File: src/rtl/ttt_pkg.sv
// Shared types, codes and win-line masks for the tic-tac-toe game controller.
package ttt_pkg;

    typedef enum logic [1:0] {
        IDLE      = 2'd0,
        WAIT_MOVE = 2'd1,
        CHECK     = 2'd2,
        DONE      = 2'd3
    } state_e;

    typedef enum logic [1:0] {
        REJ_NONE     = 2'd0,
        REJ_TURN     = 2'd1,
        REJ_RANGE    = 2'd2,
        REJ_OCCUPIED = 2'd3
    } rej_e;

    typedef enum logic [1:0] {
        WIN_NONE = 2'd0,
        WIN_P1   = 2'd1,
        WIN_P2   = 2'd2,
        WIN_DRAW = 2'd3
    } winner_e;

    localparam int NUM_LINES = 8;
    localparam logic [3:0] MAX_POS = 4'd8;

    // Index 0..2 rows, 3..5 columns, 6 main diagonal, 7 anti-diagonal.
    localparam logic [NUM_LINES-1:0][8:0] WIN_LINES = {
        9'b001_010_100,
        9'b100_010_001,
        9'b100_100_100,
        9'b010_010_010,
        9'b001_001_001,
        9'b111_000_000,
        9'b000_111_000,
        9'b000_000_111
    };

    // One-hot cell mask for a position; out-of-range positions give all zeros.
    function automatic logic [8:0] pos_mask(input logic [3:0] pos);
        logic [8:0] m;
        m = '0;
        for (int i = 0; i < 9; i++) begin
            if (pos == 4'(i)) m[i] = 1'b1;
        end
        return m;
    endfunction

endpackage

File: src/rtl/ttt_line_check.sv
// Combinational detector: flags every winning line fully covered by one player's marks.
module ttt_line_check
    import ttt_pkg::*;
(
    input  logic [8:0]           i_marks,
    output logic [NUM_LINES-1:0] o_lines
);

    always_comb begin
        o_lines = '0;
        for (int i = 0; i < NUM_LINES; i++) begin
            o_lines[i] = ((i_marks & WIN_LINES[i]) == WIN_LINES[i]);
        end
    end

endmodule

File: src/rtl/ttt_game_ctrl.sv
// Tic-tac-toe turn sequencer, move arbiter and win/draw detector.
// Optional turn time limit is enabled by defining TTT_TURN_TIMEOUT_EN.
module ttt_game_ctrl
    import ttt_pkg::*;
#(
    parameter int N_CELLS = 9
`ifdef TTT_TURN_TIMEOUT_EN
    , parameter int TIMEOUT_CYCLES = 1000
`endif
) (
    input  logic               clk,
    input  logic               reset,
    input  logic               i_new_game,
    input  logic               i_p1_req,
    input  logic [3:0]         i_p1_pos,
    input  logic               i_p2_req,
    input  logic [3:0]         i_p2_pos,
    output logic               o_p1_ack,
    output logic               o_p2_ack,
    output logic               o_rej_valid,
    output logic [1:0]         o_rej_code,
    output logic [N_CELLS-1:0] o_p1_marks,
    output logic [N_CELLS-1:0] o_p2_marks,
    output logic               o_turn,
    output logic               o_game_over,
    output logic [1:0]         o_winner,
    output logic [7:0]         o_win_line
`ifdef TTT_TURN_TIMEOUT_EN
    , output logic             o_timeout
`endif
);

    state_e             r_state, w_next_state;
    logic [N_CELLS-1:0] r_p1_marks, w_next_p1_marks;
    logic [N_CELLS-1:0] r_p2_marks, w_next_p2_marks;
    logic               r_turn, w_next_turn;
    logic               r_p1_ack, w_next_p1_ack;
    logic               r_p2_ack, w_next_p2_ack;
    logic               r_rej_valid, w_next_rej_valid;
    logic [1:0]         r_rej_code, w_next_rej_code;
    logic [1:0]         r_winner, w_next_winner;
    logic [7:0]         r_win_line, w_next_win_line;
`ifdef TTT_TURN_TIMEOUT_EN
    logic [31:0]        r_turn_cnt, w_next_turn_cnt;
    logic               r_timeout, w_next_timeout;
`endif

    logic               w_cand_req, w_off_req, w_accept;
    logic [3:0]         w_cand_pos;
    logic [8:0]         w_cand_cell;
    logic [1:0]         w_cand_code;
    logic [N_CELLS-1:0] w_mover_marks;
    logic [7:0]         w_lines;

    // The player whose turn it is is the only one who can be granted.
    assign w_cand_req    = r_turn ? i_p2_req : i_p1_req;
    assign w_off_req     = r_turn ? i_p1_req : i_p2_req;
    assign w_cand_pos    = r_turn ? i_p2_pos : i_p1_pos;
    assign w_cand_cell   = pos_mask(w_cand_pos);
    assign w_cand_code   = (w_cand_pos > MAX_POS)                         ? REJ_RANGE
                         : (|(w_cand_cell & (r_p1_marks | r_p2_marks)))   ? REJ_OCCUPIED
                         :                                                  REJ_NONE;
    assign w_accept      = (r_state == WAIT_MOVE) && w_cand_req && (w_cand_code == REJ_NONE);
    assign w_mover_marks = r_turn ? r_p2_marks : r_p1_marks;

    ttt_line_check u_line_check (
        .i_marks (w_mover_marks),
        .o_lines (w_lines)
    );

    always_ff @(posedge clk or posedge reset) begin
        if (reset) begin
            r_state     <= IDLE;
            r_p1_marks  <= '0;
            r_p2_marks  <= '0;
            r_turn      <= 1'b0;
            r_p1_ack    <= 1'b0;
            r_p2_ack    <= 1'b0;
            r_rej_valid <= 1'b0;
            r_rej_code  <= REJ_NONE;
            r_winner    <= WIN_NONE;
            r_win_line  <= '0;
`ifdef TTT_TURN_TIMEOUT_EN
            r_turn_cnt  <= '0;
            r_timeout   <= 1'b0;
`endif
        end else begin
            r_state     <= w_next_state;
            r_p1_marks  <= w_next_p1_marks;
            r_p2_marks  <= w_next_p2_marks;
            r_turn      <= w_next_turn;
            r_p1_ack    <= w_next_p1_ack;
            r_p2_ack    <= w_next_p2_ack;
            r_rej_valid <= w_next_rej_valid;
            r_rej_code  <= w_next_rej_code;
            r_winner    <= w_next_winner;
            r_win_line  <= w_next_win_line;
`ifdef TTT_TURN_TIMEOUT_EN
            r_turn_cnt  <= w_next_turn_cnt;
            r_timeout   <= w_next_timeout;
`endif
        end
    end

    always_comb begin
        w_next_state     = r_state;
        w_next_p1_marks  = r_p1_marks;
        w_next_p2_marks  = r_p2_marks;
        w_next_turn      = r_turn;
        w_next_p1_ack    = 1'b0;
        w_next_p2_ack    = 1'b0;
        w_next_rej_valid = 1'b0;
        w_next_rej_code  = REJ_NONE;
        w_next_winner    = r_winner;
        w_next_win_line  = r_win_line;
`ifdef TTT_TURN_TIMEOUT_EN
        w_next_turn_cnt  = r_turn_cnt;
        w_next_timeout   = r_timeout;
`endif
        if (i_new_game) begin
            w_next_state    = WAIT_MOVE;
            w_next_p1_marks = '0;
            w_next_p2_marks = '0;
            w_next_turn     = 1'b0;
            w_next_winner   = WIN_NONE;
            w_next_win_line = '0;
`ifdef TTT_TURN_TIMEOUT_EN
            w_next_turn_cnt = '0;
            w_next_timeout  = 1'b0;
`endif
        end else begin
            case (r_state)
                WAIT_MOVE: begin
                    // An illegal on-turn request outranks an off-turn reject code.
                    if (w_cand_req && (w_cand_code != REJ_NONE)) begin
                        w_next_rej_valid = 1'b1;
                        w_next_rej_code  = w_cand_code;
                    end else if (w_off_req) begin
                        w_next_rej_valid = 1'b1;
                        w_next_rej_code  = REJ_TURN;
                    end
                    if (w_accept) begin
                        w_next_state = CHECK;
                        if (r_turn) begin
                            w_next_p2_marks = r_p2_marks | w_cand_cell;
                            w_next_p2_ack   = 1'b1;
                        end else begin
                            w_next_p1_marks = r_p1_marks | w_cand_cell;
                            w_next_p1_ack   = 1'b1;
                        end
                    end
`ifdef TTT_TURN_TIMEOUT_EN
                    w_next_turn_cnt = r_turn_cnt + 32'd1;
                    if (!w_accept && (w_next_turn_cnt == 32'(TIMEOUT_CYCLES))) begin
                        w_next_state    = DONE;
                        w_next_winner   = r_turn ? WIN_P1 : WIN_P2;
                        w_next_win_line = '0;
                        w_next_timeout  = 1'b1;
                    end
`endif
                end
                CHECK: begin
                    if (|w_lines) begin
                        w_next_state    = DONE;
                        w_next_winner   = r_turn ? WIN_P2 : WIN_P1;
                        w_next_win_line = w_lines;
                    end else if (&(r_p1_marks | r_p2_marks)) begin
                        w_next_state    = DONE;
                        w_next_winner   = WIN_DRAW;
                        w_next_win_line = '0;
                    end else begin
                        w_next_state    = WAIT_MOVE;
                        w_next_turn     = ~r_turn;
`ifdef TTT_TURN_TIMEOUT_EN
                        w_next_turn_cnt = '0;
`endif
                    end
                end
                IDLE, DONE: begin
                    w_next_state = r_state;
                end
                default: begin
                    w_next_state = IDLE;
                end
            endcase
        end
    end

    assign o_p1_ack    = r_p1_ack;
    assign o_p2_ack    = r_p2_ack;
    assign o_rej_valid = r_rej_valid;
    assign o_rej_code  = r_rej_code;
    assign o_p1_marks  = r_p1_marks;
    assign o_p2_marks  = r_p2_marks;
    assign o_turn      = r_turn;
    assign o_game_over = (r_state == DONE);
    assign o_winner    = r_winner;
    assign o_win_line  = r_win_line;
`ifdef TTT_TURN_TIMEOUT_EN
    assign o_timeout   = r_timeout;
`endif

endmodule

File: config.mk
export PLATFORM = sky130hd
export DESIGN_NAME = ttt_game_ctrl
export DESIGN_NICKNAME = d
export VERILOG_FILES = /design/src/rtl/ttt_pkg.sv /design/src/rtl/ttt_line_check.sv /design/src/rtl/ttt_game_ctrl.sv
export SDC_FILE = /design/constraint.sdc
export NUM_CORES = 1
export LEC_CHECK = 0
export BUFFER_PORTS_ARGS = -buffer_cell sky130_fd_sc_hd__buf_2
export CAP_MARGIN = 15
export CORE_MARGIN = 2
export CORE_UTILIZATION = 45
export DETAILED_ROUTE_END_ITERATION = 8
export GPL_TIMING_DRIVEN = 1
export PLACE_DENSITY = 0.79
export SLEW_MARGIN = 25
export SYNTH_ARGS = -nofsm -noshare
export SYNTH_HDL_FRONTEND = slang
export SYNTH_SLANG_ARGS = --single-unit
File: constraint.sdc
create_clock -name clk -period 2.9 [get_ports clk]
set_input_delay 0 -clock clk [delete_from_list [all_inputs] [get_ports clk]]
set_output_delay 0 -clock clk [all_outputs]
set_load 0.01 [all_outputs]
# Yosys cells after proc, flatten, opt, wreduce, memory -nomap -nowiden
# Index checks and enable logic that the tools add are counted.
op_classes:
  n_lt_le_gt_ge: 1
  eq_ne: 24
  muxes: 57
  n_bitwise: 5
  reduce_logical: 21
ops:
  columns: ["cell", "count"]
  rows:
  - ["$mux W9", 9]
  - ["$mux W8", 4]
  - ["$mux W1", 28]
  - ["$mux W2", 14]
  - ["$or A9 B9 Y9", 3]
  - ["$eq A3 B3 Y1 const B", 8]
  - ["$eq A4 B3 Y1 const B", 4]
  - ["$reduce_bool A2 Y1", 5]
  - ["$and A9 B9 Y9", 1]
  - ["$reduce_and A3 Y1", 3]
  - ["$reduce_and A9 Y1", 1]
  - ["$reduce_or A9 Y1", 1]
  - ["$eq A4 B2 Y1 const B", 2]
  - ["$ne A2 B2 Y1 const B", 4]
  - ["$reduce_or A8 Y1", 1]
  - ["$eq A2 B2 Y1 const B", 2]
  - ["$eq A4 B1 Y1 const B", 1]
  - ["$eq A4 B4 Y1 const B", 1]
  - ["$gt A4 B4 Y1 const B", 1]
  - ["$logic_not A2 Y1", 2]
  - ["$logic_not A4 Y1", 1]
  - ["$mux W4", 1]
  - ["$pmux W2 S2", 1]
  - ["$reduce_and A2 Y1", 2]
  - ["other kinds (6)", 8]
word_totals:
  regBits: 36
  inputBits: 13
  output_inout_bits: 35

# Logic depth before layout (Yosys ltp)
# Gate-level depths: netlist of the first run.
logic_depth:
  depth_word: 12
  mapped_depth: 11

# Modules after synthesis
# From an unflattened synthesis of the first run, not the netlist that was laid out.
hier_totals:
  cells_unflattened: 221
  area_unflattened_um2: 2085.8
modules_own_cells:
  columns: ["mod", "instances", "cells_each", "area_each_um2", "seq_area_each_um2"]
  rows:
  - ["ttt_game_ctrl", 1, 213, 2035.7, 900.9]
  - ["ttt_line_check", 1, 8, 50.0, 0.0]

# Least setup slack after synthesis of the first run
# No wires, ideal clock.
synth_timing:
  path_type: "reg2reg"
  from: "reg r_turn (netlist: o_turn)"
  to: "reg r_state[0]"
  setup_ns: 0.126
  t_arrival_ns: 2.213
  required_time_ns: 2.774
  slack_ns: 0.560
  path_stages_with_launch: 10
  synth_period_minus_slack_ns: 2.340
  cell_sequence: "dfrtp_1 buf_6 and3b_4 o22ai_1 a41oi_1 or4_1 buf_6 o21ai_4 a21oi_1 a311o_1"
synth_via:
  elab_chain_len: 11
  word_cells_on_any_way: 43
  cone_classes: "order compare (1); eq/ne (17); mux (17); bitwise (1); reduce/logical (7)"
synth_rtl:
  columns: ["item", "line", "source"]
  rows:
  - ["start: declaration", "ttt_game_ctrl.sv:36", "logic r_turn, w_next_turn;"]
  - ["start signal: assignment", "ttt_game_ctrl.sv:91", "r_turn <= w_next_turn;"]
  - ["$mux W4", "ttt_game_ctrl.sv:58", "assign w_cand_pos = r_turn ? i_p2_pos : i_p1_pos;"]
  - ["$eq A4 B1 Y1 (tied with other cells)", "ttt_pkg.sv:45", "if (pos == 4'(i)) m[i] = 1'b1;"]
  - ["$mux W1", "ttt_pkg.sv:45", null]
  - ["$and A9 B9 Y9", "ttt_game_ctrl.sv:61", ": (|(w_cand_cell & (r_p1_marks | r_p2_marks))) ? REJ_OCCUPIED"]
  - ["$reduce_or A9 Y1", "ttt_game_ctrl.sv:61", null]
  - ["$mux W2", "ttt_game_ctrl.sv:61", null]
  - ["$mux W2", "ttt_game_ctrl.sv:60", "assign w_cand_code = (w_cand_pos > MAX_POS) ? REJ_RANGE"]
  - ["$logic_not A2 Y1", "ttt_game_ctrl.sv:63", "assign w_accept = (r_state == WAIT_MOVE) && w_cand_req && (w_cand_code == REJ_NONE);"]
  - ["$logic_and A1 B1 Y1", "ttt_game_ctrl.sv:63", null]
  - ["$ne A3 B3 Y1 (no line)", null, null]
  - ["$reduce_and A2 Y1 (no line)", null, null]
  - ["end signal: assignment", "ttt_game_ctrl.sv:88", "r_state <= w_next_state;"]
  - ["end: declaration", "ttt_game_ctrl.sv:33", "state_e r_state, w_next_state;"]
# Several ways; a longest one is shown, not always the timed one.
# A chain may end at the register's enable or synchronous reset.

# Final worst setup path of the first run
# Ends and elaborated chain as after synthesis.

==> results.json, run 1 <==
{
  "critPathCaptureType": "register",
  "fin_crit_sh_pct": 89.0,
  "r2r_cells": 8,
  "grt_pass1_vias": 1838,
  "slew_violations": 0,
  "place_congestion": 0.920,
  "syn_nets": 237,
  "relSlewSlack_pct": 57.8,
  "dr.pass1.iters": 4,
  "drv_cap": 0,
  "crit_required_ps": 3060,
  "ios": 48,
  "layout-drive-gt1-share_pct": 26.4,
  "finalCoreUtilization_pct": 55.9,
  "comb_power_share_pct": 28.2,
  "dieArea_mm2": 0.00502,
  "setup_ws_ps": 320,
  "power_frac_seq_pct": 40.8,
  "drt-vias-per-instance": 6.00,
  "hold_viol_final": 0,
  "chipWidth_um": 70.8,
  "clkPwrFrac_pct": 31.0,
  "leakagePower_nw": 1.14,
  "internal-power_mw": 0.933,
  "htree_levels": 2,
  "track_usage_pct": 22.7,
  "synth_edf_count": 0,
  "pre_cts_ws_ps": 270,
  "min_path_cells": 3,
  "grt_max_degree": 37,
  "grt_pass1_wl_um": 9090,
  "cts-root-buf": "clkbuf_8",
  "cts_inserted_buffers": 5,
  "final_common_cell": "buf_2",
  "fin_cells": 325,
  "tightest_slew_ps": 631,
  "place_hpwl_um": 3870,
  "via_count": 1950,
  "synthXorXnorAreaFrac_pct": 0.436,
  "ir_drop_v": 0.000295,
  "synthMuxAreaShare_pct": 1.62,
  "critPathLaunchType": "register",
  "synth_top_family_by_area": "simple AND/OR/NAND/NOR gates",
  "p_sw_mw": 0.455,
  "p_per_area_mw_per_mm2": 574,
  "min_period_ps": 2580,
  "rows": 24,
  "yosys.area_share.simple_pct": 24.4,
  "synth-main-ff-cell": "dfrtp_1",
  "timing.hold.ws_ps": 9.19,
  "layout_common_cells": "47 x buf_2, 35 x dfrtp_1, 30 x nor2_1, 19 x a21oi_1, 13 x nand2_1",
  "critPathArrivalTime_ps": 2740,
  "rsz0062_at_grt": "false",
  "drtIter0Drc": 140,
  "hp-class": "in -> reg",
  "switching_share_pct": 32.8,
  "synth_compound_area_share_pct": 22.2,
  "ant_nets": 0,
  "tritoncts": "done",
  "fmax_mhz": 388,
  "syn_to_final_growth_pct": 20.3,
  "placed_cells": 316,
  "core_mm2": 0.00432,
  "cts_sinks": 36,
  "status": "completed",
  "ys_ff_latch": 36,
  "ys_types": 49,
  "nFillCells": 401,
  "grt_antenna_before_repair": 0,
  "io_buffers": 47,
  "synth_fa_ha_area_share_pct": 1.87,
  "ys.warnings.count": 0,
  "initial_core_util_pct": 46.5,
  "crit_fanout": 16,
  "worst-setup-path-type": "reg -> reg",
  "drt_wl_total_um": 5320,
  "diodes": 0,
  "wl_per_cell_um": 16.4,
  "setup-tns-final_ps": 0,
  "post-route-drc-count": 0,
  "syn_area_mm2": 0.00201,
  "post_cts_buffers": 0,
  "postSynth.asyncResetShare_pct": 100,
  "clk-insertion-delay-late_ps": 290,
  "cts_buffer_depth": 2,
  "grt-ovfl-total": 0,
  "finalSetupViolCount": 0,
  "syn_inst": 221,
  "yosysSeqAreaShare_pct": 44.8,
  "die_h_um": 70.8,
  "path_clk_slew_ps": 70,
  "syn_avg_cell_area_um2": 9.10,
  "clock_skew_ps": 9.72,
  "r2r_slack_ps": 320,
  "fin_nets": 288
}
-- metal layers --
| metal | global-route usage [%] | routed length, um |
|---|---|---|
| met5 | 0 | 0 |
| met4 | 8.18 | 77 |
| met3 | 4.27 | 407 |
| met2 | 37.1 | 2530 |
| met1 | 30.3 | 2300 |
-- power by group through the flow --
stage | clock [mW] | sequential [mW] | combinational, mW
global route | 0.456 | 0.571 | 0.435
CTS | 0.439 | 0.565 | 0.390
floorplan | 0 | 0.573 | 0.291
finish | 0.430 | 0.567 | 0.392
detailed placement | 0 | 0.575 | 0.387
global placement | 0 | 0.573 | 0.371
-- worst max-delay path: stages (launching register included) --
cell,delay (ps)
dfrtp_2,500
buf_4,190
nand2_1,60
a21boi_1,240
o22ai_1,120
or4_1,680
o21ai_4,230
a21oi_1,100
a311o_1,330
-- Yosys cell counts (4+ instances only) --
library cell  instances  area share [%]
clkbuf_1              5            0.93
nor2_1               30             5.6
nand3_1              10             2.5
a41oi_1               5             2.2
inv_1                 7             1.3
nand2b_1              4             1.2
dfrtp_1              36              45
nand2_1              13             2.4
nor3_1                6             1.5
a21oi_1              19             4.7
o21ai_0               9             2.2
o22ai_1              11             3.4
nand3b_1              4             1.5
nor3b_1               7             2.6
-- state kept, by name (all words and copies together), names as in the netlist --
| name | flops |
|---|---|
| o_winner | 2 |
| o_p2_marks | 9 |
| o_turn | 1 |
| o_rej_code | 2 |
| o_p2_ack | 1 |
| o_win_line | 8 |
| o_p1_marks | 9 |
| r_state | 2 |
| o_p1_ack | 1 |
| o_rej_valid | 1 |
-- through the flow --
stage	instance area, um2	total power [mW]
6_report	2420	1.39
4_1_cts	2420	1.39
2_1_floorplan	2010	0.864
5_1_grt	2420	1.46
3_5_place_dp	2300	0.962
3_3_place_gp	2300	0.944
-- cells by family after synthesis --
logic type / count (synthesis)
adder cells (fa/ha/maj): 3
XOR/XNOR: 1
buffers and inverters: 19
multiplexers: 3
AO/OA/AOI/OAI: 67
AND/OR/NAND/NOR: 92
flip-flops: 36
-- area by class of cell --
class / instances / area (um2) / share of cell area, %
Clock buffer: 6 / 72.6 / 3.00
Clock inverter: 2 / 35.0 / 1.45
Inverter: 8 / 30.0 / 1.24
Multi-Input combinational cell: 166 / 1020 / 42.0
Sequential cell: 36 / 902 / 37.3
Tap cell: 52 / 65.1 / 2.69
Timing Repair Buffer: 55 / 298 / 12.3
-- final timing paths --
check | from | to
setup reg to reg | o_turn | r_state[0]
min in group asynchronous | reset | o_win_line[0]
setup / recovery | o_turn | r_state[0]
hold reg to reg | o_win_line[7] | o_win_line[7]
max in group asynchronous | reset | o_turn
hold / removal | i_p1_req | o_rej_valid
-- repair_timing --
item / CTS / global route
gates resized for setup: 0 / 1
hold buffers: 1 / 0
endpoints found under the setup margin: 0 / 1
hold endpoints to repair: 36 / 0
Note: power is estimated with default switching activity, not from simulation.
==> run 2: changes to the inputs <==
- GPL_ROUTABILITY_DRIVEN: not set -> 0
- REMOVE_ABC_BUFFERS: not set -> 1
==> results.json, run 2 (same netlist as run 1, synthesis figures left out) <==
{
  "grt_pass1_vias": 1835,
  "io_buffers": 47,
  "placed_cells": 314,
  "fmax_mhz": 374,
  "rsz0062_at_grt": "false",
  "track_usage_pct": 21.6,
  "hp-class": "in -> reg",
  "drt_wl_total_um": 5230,
  "status": "completed",
  "tritoncts": "done",
  "layout_common_cells": "47 x buf_2, 36 x dfrtp_1, 30 x nor2_1, 19 x a21oi_1, 13 x nand2_1",
  "crit_required_ps": 3060,
  "cts_inserted_buffers": 5,
  "timing.hold.ws_ps": 21.1,
  "chipWidth_um": 70.8,
  "slew_violations": 0,
  "rows": 24,
  "wl_met2_um": 2460,
  "post-route-drc-count": 0,
  "cts_hold_buf": 1,
  "cts-root-buf": "clkbuf_8",
  "ir_drop_v": 0.000298,
  "fin_crit_sh_pct": 92.3,
  "fin_nets": 286,
  "syn_to_final_growth_pct": 18.0,
  "drtIter0Drc": 146,
  "cts_resized": 0,
  "grt_pass1_wl_um": 8800,
  "initial_core_util_pct": 46.5,
  "setup_ws_ps": 225,
  "dieArea_mm2": 0.00502,
  "setup-tns-final_ps": 0,
  "p_per_area_mw_per_mm2": 540,
  "dr.max_layer_used": "met4",
  "worst-setup-path-type": "reg -> reg",
  "critPathCaptureType": "register",
  "cts_buffer_depth": 2,
  "regArea_um2": 901,
  "path_clk_slew_ps": 70,
  "clk-insertion-delay-late_ps": 280,
  "ant_nets": 0,
  "tightest_slew_ps": 677,
  "wl_met3_um": 437,
  "critPathArrivalTime_ps": 2840,
  "grt_antenna_before_repair": 0,
  "final_common_cell": "buf_2",
  "drt-vias-per-instance": 6.06,
  "htree_levels": 2,
  "hold_viol_final": 0,
  "diodes": 0,
  "finalSetupViolCount": 0,
  "layout-drive-gt1-share_pct": 25.2,
  "core_mm2": 0.00432,
  "critPathLaunchType": "register",
  "cts_sinks": 36,
  "clock_skew_ps": 4.72,
  "pre_cts_ws_ps": 264,
  "leakagePower_nw": 1.12,
  "die_h_um": 70.8,
  "place_hpwl_um": 3700,
  "fin_cells": 322,
  "crit_fanout": 13,
  "grt-ovfl-total": 0,
  "dr.pass1.iters": 4,
  "relSlewSlack_pct": 54.8,
  "via_count": 1950,
  "post_cts_buffers": 0,
  "nFillCells": 429,
  "met1_length_um": 2240,
  "min_period_ps": 2680,
  "wl_per_cell_um": 16.2,
  "drv_cap": 0,
  "multi_input_area_mm2": 0.00102,
  "power_mw": 1.28,
  "grt_max_degree": 37,
  "ios": 48
}
-- run 2: cell types whose count changed in the layout (fill, tap and decap cells not counted) --
cell,delta
buf_4,-2
bufinv_16,-1
dfrtp_1,+1
dfrtp_2,-1
-- run 2: per-stage QoR --
| step | cell area (um2) | util, % |
|---|---|---|
| floorplan | 1950 | - |
| global route | 2370 | 54.9 |
| CTS | 2370 | 54.9 |
| finish | 2370 | 54.9 |
| detailed placement | 2280 | 52.8 |
| global placement | 2280 | 52.8 |
-- run 2: critical path, cell delays in order (launching register included) --
cell     delay (ps)
dfrtp_1         500
buf_4           250
nor3_1           90
a21oi_2         190
a41oi_1          80
or4_1           780
o21ai_4         260
a21oi_1          90
a311o_1         320
-- run 2: report_power, final --
| group | internal [mW] | switching, mW | leakage [nW] |
|---|---|---|---|
| combinational | 0.140 | 0.247 | 0.584 |
| sequential | 0.533 | 0.0295 | 0.496 |
| clock | 0.163 | 0.168 | 0.0410 |
-- run 2: worst paths after layout --
check	from	end	slack [ps]	depth (start not counted)
max in group asynchronous	reset	o_p1_marks[6]	2200	4
max	o_turn	r_state[0]	220	8
min	i_p1_req	o_rej_valid	20	3
max reg2reg	o_turn	r_state[0]	220	8
min reg2reg	o_win_line[7]	o_win_line[7]	510	2
min in group asynchronous	reset	o_p2_ack	360	4
-- run 2: final cells by class --
type / instances / share of cell area (%)
multi-input combinational: 166 / 42.8
sequential: 36 / 38.0
tap: 52 / 2.74
inverter: 8 / 1.27
clock inverter: 1 / 0.211
timing repair buffer: 53 / 11.9
clock buffer: 6 / 3.06
-- run 2: layer usage --
layer | vias up | track usage (%)
met4 | 0 | 5.66
met3 | 10 | 5.27
met2 | 98 | 34.8
met1 | 926 | 29.4
met5 | - | 0
li1 | 916 | -
==> run 3: changes to the inputs <==
==> constraint.sdc (replaced) <==
create_clock -name clk -period 2.9 [get_ports clk]
set_input_delay 0.58 -clock clk [delete_from_list [all_inputs] [get_ports clk]]
set_output_delay 0.58 -clock clk [all_outputs]
set_load 0.01 [all_outputs]
==> results.json, run 3 (same netlist as run 1, synthesis figures left out) <==
{
  "status": "completed",
  "dr.pass1.iters": 4,
  "grt_max_degree": 37,
  "slowest_stage": "or4_4",
  "layout_common_cells": "47 x buf_2, 36 x dfrtp_1, 30 x nor2_1, 19 x a21oi_1, 13 x nand2_1",
  "grt_pass1_wl_um": 8920,
  "worst-setup-path-type": "reg -> reg",
  "post-route-drc-count": 0,
  "setup-tns-final_ps": 0,
  "crit_fanout": 33,
  "diodes": 0,
  "grt_busiest_layer": "met2",
  "drtIter0Drc": 124,
  "fin_nets": 285,
  "fmax_mhz": 382,
  "initial_core_util_pct": 46.5,
  "p_per_area_mw_per_mm2": 554,
  "core_mm2": 0.00432,
  "path_buf_inv": 2,
  "grt_util_met3_pct": 3.99,
  "htree_levels": 2,
  "p_sw_mw": 0.457,
  "comb_power_share_pct": 29.6,
  "chipWidth_um": 70.8,
  "place_hpwl_um": 3820,
  "worstPathCellList": "buf_6 > inv_2 > a21boi_1 > o22ai_1 > or4_4 > o21ai_4 > a21oi_1 > a311o_1",
  "drt_wl_total_um": 5320,
  "crit_required_ps": 3070,
  "finalSetupViolCount": 0,
  "drt-vias-per-instance": 5.98,
  "grt_pass1_vias": 1834,
  "cts_buffer_depth": 2,
  "cts_resized": 0,
  "ant_nets": 0,
  "min_period_ps": 2620,
  "drv_cap": 0,
  "track_usage_pct": 22.2,
  "clk-insertion-delay-late_ps": 290,
  "nFillCells": 429,
  "cts_sinks": 36,
  "post_cts_buffers": 0,
  "tightest_slew_ps": 734,
  "grtUsageMet1_pct": 29.7,
  "layout-drive-gt1-share_pct": 26.3,
  "leakagePower_nw": 1.13,
  "grt_antenna_before_repair": 0,
  "fin_area_mm2": 0.00238,
  "rows": 24,
  "io_buffers": 47,
  "ir_drop_v": 0.000302,
  "critPathArrivalTime_ps": 2790,
  "fin_cells": 322,
  "placed_cells": 314,
  "ios": 48,
  "clock_skew_ps": 2.42,
  "via_count": 1925,
  "hp-class": "in -> async",
  "internal-power_mw": 0.865,
  "global_route.usage.met2_pct": 36.1,
  "syn_to_final_growth_pct": 18.6,
  "critPathCaptureType": "register",
  "critPathLaunchType": "register",
  "cp_top_family": "compound AO/OA/AOI/OAI gates",
  "grt-ovfl-total": 0,
  "dieArea_mm2": 0.00502,
  "slew_violations": 0,
  "clkPwrFrac_pct": 27.7,
  "fin_crit_sh_pct": 90.2,
  "placed_cell_area_mm2": 0.00228,
  "cts-root-buf": "clkbuf_8",
  "die_h_um": 70.8,
  "wl_per_cell_um": 16.5,
  "tritoncts": "done",
  "rsz0062_at_grt": "false",
  "hold_viol_final": 0,
  "cts_inserted_buffers": 5,
  "relSlewSlack_pct": 51.0,
  "path_clk_slew_ps": 70,
  "timing.hold.ws_ps": 383,
  "worst_path_largest_cell_delay_ps": 620,
  "switching_share_pct": 34.6,
  "final_common_cell": "buf_2",
  "power_frac_seq_pct": 42.8,
  "cts_hold_buf": 0
}
## run 3: cell count changes in the layout (fill, tap and decap cells not counted), sizes merged
cell	previous run	this run
clkinv	1	2
dlygate4sd3	1	0
## run 3: through the flow
step | util [%] | power (mW) | setup slack (ps)
2_1_floorplan | - | 0.836 | -59.8
3_3_place_gp | 52.8 | 0.939 | 139
3_5_place_dp | 52.8 | 0.954 | 90.8
4_1_cts | 55.0 | 1.32 | 72.0
5_1_grt | 55.2 | 1.40 | 106
6_report | 55.2 | 1.32 | 283
## run 3: path summary, 6_finish.rpt
path / cells after the start / slack (ps) / endpoint / from
max: 8 / 280 / r_state[0] / o_turn
min: 3 / 380 / o_p1_marks[8] / reset
max reg2reg: 8 / 280 / r_state[0] / o_turn
min reg2reg: 2 / 500 / o_win_line[7] / o_win_line[7]
max in group asynchronous: 3 / 2210 / o_p2_marks[1] / reset
min in group clk: 2 / 500 / o_win_line[7] / o_win_line[7]
## run 3: final cells by class
cell class / instances / area (um2) / share of cell area [%]
repair buffers: 52 / 277 / 11.6
multi-input cells: 166 / 1020 / 42.8
well taps: 52 / 65.1 / 2.73
clock inverters: 2 / 10.0 / 0.420
flip-flops and latches: 36 / 901 / 37.8
clock buffers: 6 / 82.6 / 3.46
inverters: 8 / 30.0 / 1.26
## run 3: worst register-to-register path, cell delays in order, from the launching register on
cell and delay [ps]:
dfrtp_1 560, buf_6 310, inv_2 100, a21boi_1 200, o22ai_1 120, or4_4 620
o21ai_4 190, a21oi_1 90, a311o_1 310
## run 3: power groups by stage
stage / clock, mW / combinational (mW) / sequential [mW]
6_report: 0.366 / 0.391 / 0.565
5_1_grt: 0.395 / 0.434 / 0.569
4_1_cts: 0.374 / 0.384 / 0.563
3_5_place_dp: 0 / 0.381 / 0.573
3_3_place_gp: 0 / 0.369 / 0.570
2_1_floorplan: 0 / 0.243 / 0.593
## run 3: layer usage
metal | vias to the layer above | share of wire [%]
met5 | - | 0
met4 | 0 | 2.2
met3 | 12 | 6.5
met2 | 82 | 49
met1 | 919 | 43
li1 | 912 | -
